==> src/rtl/sdram_patch_fetch.sv <==
// Wishbone classic read master that gathers one 3x3 patch (9 words, row stride IMG_W)
// and presents the low 16 bits of each word on a 144-bit bus under valid/ready.
module sdram_patch_fetch #(
    parameter int IMG_W       = 8,
    parameter int ACK_TIMEOUT = 255
) (
    input  logic         CLK,
    input  logic         rst_n,
    input  logic         start,
    input  logic [31:0]  base_addr,
    output logic         busy,
    output logic [143:0] PATCHES,
    output logic         patch_valid,
    input  logic         patch_ready,
    output logic         err,
    input  logic [31:0]  data_o,
    input  logic         stall_o,
    input  logic         sdram_ack,
    output logic         cyc_i,
    output logic         stb_i,
    output logic         we_i,
    output logic [3:0]   sel_i,
    output logic [31:0]  addr_i,
    output logic [31:0]  data_i
);

    localparam int              TW     = (ACK_TIMEOUT > 1) ? $clog2(ACK_TIMEOUT) : 1;
    localparam logic [TW-1:0]   TLIM   = TW'(ACK_TIMEOUT - 1);
    localparam logic [31:0]     STRIDE = 32'(IMG_W);

    typedef enum logic [2:0] {
        IDLE     = 3'd0,
        REQ      = 3'd1,
        WAIT_ACK = 3'd2,
        GAP      = 3'd3,
        HOLD     = 3'd4
    } state_t;

    state_t         state_r, state_s;
    logic [3:0]     k_r, k_s;
    logic [1:0]     col_r, col_s;
    logic [31:0]    row_base_r, row_base_s;
    logic [31:0]    addr_r, addr_s;
    logic [TW-1:0]  tcnt_r, tcnt_s;
    logic           cyc_r, cyc_s;
    logic           stb_r, stb_s;
    logic [3:0]     sel_r, sel_s;
    logic           busy_r, busy_s;
    logic           valid_r, valid_s;
    logic           err_r, err_s;
    logic [143:0]   patches_r, patches_s;

    // Next-state and next-output logic; every output is registered from these values.
    always_comb begin
        state_s    = state_r;
        k_s        = k_r;
        col_s      = col_r;
        row_base_s = row_base_r;
        addr_s     = addr_r;
        tcnt_s     = tcnt_r;
        cyc_s      = cyc_r;
        stb_s      = stb_r;
        busy_s     = busy_r;
        valid_s    = valid_r;
        err_s      = err_r;
        patches_s  = patches_r;

        case (state_r)
            IDLE: begin
                if (start) begin
                    row_base_s = base_addr;
                    col_s      = 2'd0;
                    k_s        = 4'd0;
                    addr_s     = base_addr;
                    err_s      = 1'b0;
                    busy_s     = 1'b1;
                    cyc_s      = 1'b1;
                    stb_s      = 1'b1;
                    tcnt_s     = '0;
                    state_s    = REQ;
                end else begin
                    state_s = IDLE;
                end
            end
            REQ, WAIT_ACK: begin
                if (sdram_ack) begin
                    for (int i = 0; i < 9; i++) begin
                        patches_s[16*i +: 16] = (k_r == 4'(i)) ? data_o[15:0] : patches_r[16*i +: 16];
                    end
                    cyc_s   = 1'b0;
                    stb_s   = 1'b0;
                    state_s = GAP;
                end else if (tcnt_r == TLIM) begin
                    // Abort: captured elements stay, but the patch is never flagged valid.
                    cyc_s   = 1'b0;
                    stb_s   = 1'b0;
                    err_s   = 1'b1;
                    busy_s  = 1'b0;
                    state_s = IDLE;
                end else begin
                    tcnt_s  = tcnt_r + TW'(1);
                    state_s = (state_r == REQ && !stall_o) ? WAIT_ACK : state_r;
                end
            end
            GAP: begin
                if (k_r == 4'd8) begin
                    valid_s = 1'b1;
                    state_s = HOLD;
                end else begin
                    k_s = k_r + 4'd1;
                    if (col_r == 2'd2) begin
                        col_s      = 2'd0;
                        row_base_s = row_base_r + STRIDE;
                    end else begin
                        col_s = col_r + 2'd1;
                    end
                    addr_s  = row_base_s + {30'd0, col_s};
                    cyc_s   = 1'b1;
                    stb_s   = 1'b1;
                    tcnt_s  = '0;
                    state_s = REQ;
                end
            end
            HOLD: begin
                if (patch_ready) begin
                    valid_s = 1'b0;
                    busy_s  = 1'b0;
                    state_s = IDLE;
                end else begin
                    state_s = HOLD;
                end
            end
            default: begin
                cyc_s   = 1'b0;
                stb_s   = 1'b0;
                state_s = IDLE;
            end
        endcase

        sel_s = stb_s ? 4'b0011 : 4'b0000;
    end

    // State and output registers; reset drops the bus immediately.
    always_ff @(posedge CLK or negedge rst_n) begin
        if (!rst_n) begin
            state_r    <= IDLE;
            k_r        <= 4'd0;
            col_r      <= 2'd0;
            row_base_r <= 32'd0;
            addr_r     <= 32'd0;
            tcnt_r     <= '0;
            cyc_r      <= 1'b0;
            stb_r      <= 1'b0;
            sel_r      <= 4'b0000;
            busy_r     <= 1'b0;
            valid_r    <= 1'b0;
            err_r      <= 1'b0;
            patches_r  <= 144'd0;
        end else begin
            state_r    <= state_s;
            k_r        <= k_s;
            col_r      <= col_s;
            row_base_r <= row_base_s;
            addr_r     <= addr_s;
            tcnt_r     <= tcnt_s;
            cyc_r      <= cyc_s;
            stb_r      <= stb_s;
            sel_r      <= sel_s;
            busy_r     <= busy_s;
            valid_r    <= valid_s;
            err_r      <= err_s;
            patches_r  <= patches_s;
        end
    end

    assign busy        = busy_r;
    assign PATCHES     = patches_r;
    assign patch_valid = valid_r;
    assign err         = err_r;
    assign cyc_i       = cyc_r;
    assign stb_i       = stb_r;
    assign we_i        = 1'b0;
    assign sel_i       = sel_r;
    assign addr_i      = addr_r;
    assign data_i      = 32'd0;

endmodule
==> config.mk <==
export PLATFORM = sky130hd
export DESIGN_NAME = sdram_patch_fetch
export DESIGN_NICKNAME = d
export VERILOG_FILES = /design/src/rtl/sdram_patch_fetch.sv
export SDC_FILE = /design/constraint.sdc
export NUM_CORES = 1
export LEC_CHECK = 0
export CAP_MARGIN = 30
export CORE_MARGIN = 2
export CORE_UTILIZATION = 56
export CTS_CLUSTER_SIZE = 28
export DETAILED_ROUTE_END_ITERATION = 10
export DONT_BUFFER_PORTS = 1
export GPL_TIMING_DRIVEN = 1
export PLACE_DENSITY = 0.71
export SLEW_MARGIN = 20
export SYNTH_ARGS = -nofsm -noshare
export SYNTH_HDL_FRONTEND = slang
export SYNTH_SLANG_ARGS = --single-unit
==> constraint.sdc <==
create_clock -name CLK -period 6 [get_ports CLK]
set_input_delay 0.9 -clock CLK [delete_from_list [all_inputs] [get_ports CLK]]
set_output_delay 0.9 -clock CLK [all_outputs]
set_load 0.01 [all_outputs]
==> results.py, run 1 <==
metrics = {
    "run_status": {
        "status": "completed",
    },
    "timing": {
        "whs_ps": 70.3,
        "min_period_ps": 3850,
        "setup_ws_ps": 2150,
        "hold_viol_final": 0,
        "drv_slew": 0,
        "post-route-period-util_pct": 64.1,
        "max_freq_mhz": 260,
        "rsz0062_at_grt": "false",
        "tightest_slew_ps": 962,
        "fin_tns_setup_ps": 0,
        "setup_viol": 0,
        "fin_worst_skew_ps": 18.9,
        "slew_headroom_pct": 35.6,
    },
    "final_layout": {
        "antenna_cells": 0,
        "multiInputGateArea_sq_um": 5040,
        "drive_above_1_share_pct": 21.5,
        "n_fill_cell": 1587,
        "design_area_sq_um": 12100,
        "ff_latch_area_sq_um": 5760,
        "areaGrowthSynthToFinish_pct": 8.01,
        "layout_commonest_cell": "dfrtp_1",
        "layout_common_cells": "230 x dfrtp_1, 144 x mux2_2, 71 x nand2_1, 66 x nor2_1, 51 x a21oi_1",
        "nNetsFinal": 1064,
    },
    "worst_hold_path": {
        "hp-class": "in2async",
    },
    "global_route": {
        "grt.overflow.total": 0,
        "grt_max_degree": 231,
        "antenna_found_initial": 0,
        "grt_pass1_wl_um": 43400,
        "grt_pass1_vias": 7722,
        "grt.total_usage_pct": 25.3,
    },
    "detailed_routing": {
        "wl_met3_um": 2760,
        "drc": 0,
        "vias": 7640,
        "met1_length_um": 10900,
        "met2_length_um": 13000,
        "routed_via_density": 6.03,
        "drt_iter0_drc": 378,
        "ant_nets": 0,
        "first_pass_iters": 5,
        "routedWlPerCell_um": 21.6,
        "top_layer": "met4",
        "wl_um": 27300,
    },
    "synthesis": {
        "synthFlopType": "dfrtp_1",
        "synth.area.top_cells": "dfrtp_1 51%, mux2_2 14%, buf_4 2.7%, nand2_1 2.4%, nor2_1 2.3%",
        "async_reset_ff_share_pct": 100,
        "netlist_instances": 1011,
        "synth_area_leader_cell": "dfrtp_1",
        "syn_area_per_cell_sq_um": 11.1,
        "synth_cell_types": 69,
        "synth_top_area_share_pct": 51.2,
        "yosys_warnings": 0,
        "netlist_area_sq_um": 11200,
        "synth_edf_count": 0,
        "ys_seq_elements": 230,
        "yosysSeqAreaShare_pct": 51.2,
    },
    "die": {
        "start_util_pct": 57.4,
        "fp-row-count": 51,
        "design.core.area_sq_um": 19600,
        "ioPinCount": 288,
        "die_h_um": 146,
        "die_x_um": 146,
        "die_area_sq_um": 21200,
    },
    "clocking": {
        "clkSlewWorstSetupHoldPaths_ps": 60,
        "cts_buffer_depth": 3,
        "root_buffer": "clkbuf_16",
        "clock_latency_ps": 530,
        "clock-sinks": 230,
        "cts_setup_buffers": 0,
        "cts_resized": 0,
        "cts_max_level": 1,
        "ctsHoldBuffers": 0,
        "numCtsBuffers": 25,
        "cts_tree": "done",
    },
    "critical_path": {
        "cp_max_fo": 11,
        "worstSetupEndpoint": "addr_i[14]",
        "timing.rr.end": "addr_i[14]",
        "worstSetupPathType": "reg2reg",
        "reg2reg_setup_slack_ps": 2150,
        "worstPathArrival_ps": 4290,
        "cp-start-kind": "flip-flop",
        "crit_path_end_kind": "flip-flop",
        "r2r-start": "col_r[1]",
        "cp.required_ps": 6440,
        "r2r_cells": 11,
        "critPathLaunch": "col_r[1]",
    },
    "flow_run": {
        "max-cap-violations": 0,
    },
    "power_and_ir_drop": {
        "powerDensity_nw_per_um2": 545,
        "ir_drop_mv": 0.335,
        "leakagePower_nw": 5.29,
    },
    "placement": {
        "placed_area_sq_um": 11200,
        "globalplace.congestion": 0.882,
        "post-dp-hpwl_um": 18000,
        "numPortBuffers": 0,
        "place_ws_ps": 2180,
    },
}
## through the flow
| stage | utilization, % | power [W] | cells |
|---|---|---|---|
| 6_report | 62.0 | 0.00662 | 1266 |
| 5_1_grt | 62.0 | 0.00704 | 1266 |
| 4_1_cts | 61.9 | 0.00666 | 1264 |
| 3_5_place_dp | 57.4 | 0.00501 | 1220 |
| 3_3_place_gp | 57.2 | 0.00490 | 1218 |
| 2_1_floorplan | - | 0.00450 | 1045 |
## report_power, final
part | switching [W] | total, W | internal [W]
sequential | 0.000903 | 0.00310 | 0.00220
clock | 0.000622 | 0.00162 | 0.00100
combinational | 0.00101 | 0.00190 | 0.000890
total | 0.00253 | 0.00662 | 0.00409
## worst min path at each step
stage / end / start / slack (ps) / depth (start not counted)
finish: addr_i[5] / rst_n / 70 / 0
global route: addr_i[5] / rst_n / 50 / 0
CTS: addr_i[5] / rst_n / 50 / 0
detailed placement: row_base_r[0] / row_base_r[0] / 480 / 2
global placement: row_base_r[0] / row_base_r[0] / 470 / 2
floorplan: row_base_r[0] / row_base_r[0] / 450 / 2
## critical path, cell delays in order, from the launching register on
cell and delay [ps]:
dfrtp_1 520, nor2_1 200, ha_1 200, inv_1 60, fa_1 380, nor2b_1 290
or3b_2 540, a211oi_1 620, or3b_2 510, xor2_1 210, nand2_1 90, a21oi_1 150
## final cells by class
class                   count  area share, %
repair buffers              8          0.701
clock buffers              37           6.26
multi-input cells         705           41.5
flip-flops and latches    230           47.4
inverters                  14          0.433
clock inverters             7          0.958
well taps                 265           2.73
## layer usage
metal | vias up | global-route usage [%]
met5 | - | 0
met4 | 0 | 6.96
met3 | 51 | 9.56
met2 | 291 | 41.1
met1 | 3812 | 31.9
li1 | 3486 | -
## cell families (layout without fill, tap and decap cells)
group                    count (synthesis)  in the layout  synth area share [%]
XOR/XNOR                                53             53                  4.13
other                                    1             35                0.0333
AO/OA/AOI/OAI                          179            179                  9.95
flip-flops                             230            230                  51.2
buffers and inverters                  110             66                  5.25
adder cells (fa/ha/maj)                 10             10                  1.18
AND/OR/NAND/NOR                        274            274                  13.0
multiplexers                           154            154                  15.3
## flip-flops by register name (all words and copies together) (netlist names)
signal       count
PATCHES        144
addr_i          32
row_base_r      32
tcnt_r           8
k_r              4
state_r          3
col_r            2
busy             1
cyc_i            1
err              1
patch_valid      1
sel_i            1
## cell usage after synthesis, drive strengths merged (3+ instances only)
cell type / instances
mux2: 144
o211ai: 8
nor3: 17
and4: 4
nand3: 23
o22ai: 26
clkbuf: 39
nand2: 72
a31oi: 4
nand3b: 6
inv: 14
a211oi: 6
a22oi: 6
nor2: 70
o21a: 3
a221o: 5
nand4: 16
nor2b: 4
or2: 4
mux2i: 10
xnor2: 28
xor2: 25
buf: 57
and2: 6
nand2b: 6
ha: 9
and3: 9
nor4: 14
a21oi: 51
dfrtp: 230
or3: 7
nand4b: 5
o21ai: 48
nor3b: 3
Power figures use the tool's default switching activity.
==> run 2: changes to the inputs <==
Clock period 6 ns to 4.01 ns, I/O delays scaled along.
==> results.py, run 2 (synthesized netlist as in run 1, its figures left out) <==
metrics = {
    "global_route": {
        "grt_max_degree": 231,
        "grt_pass1_vias": 7869,
        "grt.total_usage_pct": 26.0,
        "grt_pass1_wl_um": 44500,
        "antenna_found_initial": 0,
        "grt.overflow.total": 0,
    },
    "placement": {
        "globalplace.congestion": 0.883,
        "post-dp-hpwl_um": 18300,
        "numPortBuffers": 0,
        "placed_area_sq_um": 11300,
    },
    "clocking": {
        "clock_latency_ps": 540,
        "cts_resized": 0,
        "clkSlewWorstSetupHoldPaths_ps": 60,
        "root_buffer": "clkbuf_16",
        "cts_setup_buffers": 0,
        "cts_max_level": 1,
        "cts_tree": "done",
        "cts_buffer_depth": 3,
        "numCtsBuffers": 25,
        "clock-sinks": 230,
    },
    "critical_path": {
        "worstPathArrival_ps": 3960,
        "cp-start-kind": "flip-flop",
        "max_stage_delay_ps": 560,
        "worst_path_max_delay_cell": "or4_1",
        "cp_max_fo": 11,
        "crit_path_end_kind": "flip-flop",
        "path_cells": "nor2_1, ha_1, inv_1, fa_1, nor2b_1, or3b_2, a21oi_1, nand2_1, or4_1, nand3_1, a21oi_1",
        "worstSetupPathType": "reg2reg",
        "cp.required_ps": 4410,
        "r2r_cells": 11,
        "cpMostUsedCell": "a21oi_1",
    },
    "timing": {
        "min_period_ps": 3560,
        "fin_tns_setup_ps": 0,
        "rsz0062_at_grt": "false",
        "drv_slew": 0,
        "setup_viol": 0,
        "max_freq_mhz": 281,
        "slew_headroom_pct": 36.1,
        "post-route-period-util_pct": 88.7,
        "tightest_slew_ps": 957,
        "fin_worst_skew_ps": 12.2,
        "hold_viol_final": 230,
        "whs_ps": -232,
    },
    "die": {
        "die_x_um": 146,
        "die_h_um": 146,
        "fp-row-count": 51,
        "ioPinCount": 288,
        "start_util_pct": 57.4,
        "die_area_sq_um": 21200,
        "design.core.area_sq_um": 19600,
    },
    "worst_hold_path": {
        "hp-class": "in2async",
    },
    "final_layout": {
        "design_area_sq_um": 12200,
        "antenna_cells": 0,
        "layout_commonest_cell": "dfrtp_1",
        "largest_reg_flops": 144,
        "areaGrowthSynthToFinish_pct": 8.36,
        "final_util_pct": 62.2,
        "layout_common_cells": "230 x dfrtp_1, 144 x mux2_2, 71 x nand2_1, 66 x nor2_1, 51 x a21oi_1",
        "drive_above_1_share_pct": 22.3,
        "nNetsFinal": 1073,
    },
    "detailed_routing": {
        "wl_um": 28000,
        "vias": 7696,
        "drc": 0,
        "routed_via_density": 6.03,
        "drt_iter0_drc": 444,
        "ant_nets": 0,
        "first_pass_iters": 5,
        "routedWlPerCell_um": 21.9,
    },
    "run_status": {
        "status": "finished, violations left",
        "violations": "negative hold slack",
    },
    "power_and_ir_drop": {
        "power_w": 0.00990,
        "ir_drop_mv": 0.556,
        "powerDensity_nw_per_um2": 813,
        "leakagePower_nw": 5.33,
    },
    "flow_run": {
        "max-cap-violations": 0,
    },
}
[run 2: final cells by class]
cell class                 instances  area, sq um
clock buffer                      33          706
sequential                       230         5760
fill                            1551         7410
inverter                          14         52.6
multi-input combinational        705         5040
tap                              265          332
timing repair buffer              17          148
clock inverter                    12          153
[run 2: through the flow]
stage / worst slack (ps) / instances
floorplan: 824 / 1045
global placement: 570 / 1230
detailed placement: 445 / 1230
CTS: 436 / 1275
global route: 289 / 1276
finish: 451 / 1276
[run 2: per-layer routing]
layer / GRT usage [%] / vias up / routed length, um
met4: 7.60 / 0 / 681
met1: 32.8 / 3854 / 11000
met5: 0 / - / 0
li1: - / 3502 / -
met2: 42.3 / 289 / 13500
met3: 9.75 / 51 / 2790
[run 2: power by group]
part / leakage, nW / internal, W / switching [W]
logic: 2.01 / 0.00133 / 0.00152
registers: 2.89 / 0.00329 / 0.00137
clock network: 0.427 / 0.00143 / 0.000962
[run 2: worst paths after layout]
path                            slack, ps            end           from
worst min register to register        490  row_base_r[0]  row_base_r[0]
worst min-delay path                 -230      addr_i[5]          rst_n
worst max register to register        450     addr_i[22]       col_r[1]
min in group CLK                      170            err          start
worst max-delay path                  450     addr_i[22]       col_r[1]
max in group asynchronous            3870     addr_i[21]          rst_n
[run 2: worst max-delay path, delay by kind of cell (launching register included)]
kind	cells	cell delay (ps)
and+or+nand+nor	6	1940
adders and majority gates	2	580
DFF	1	520
AOI/OAI and AO/OA	2	320
buffers and inverters	1	60
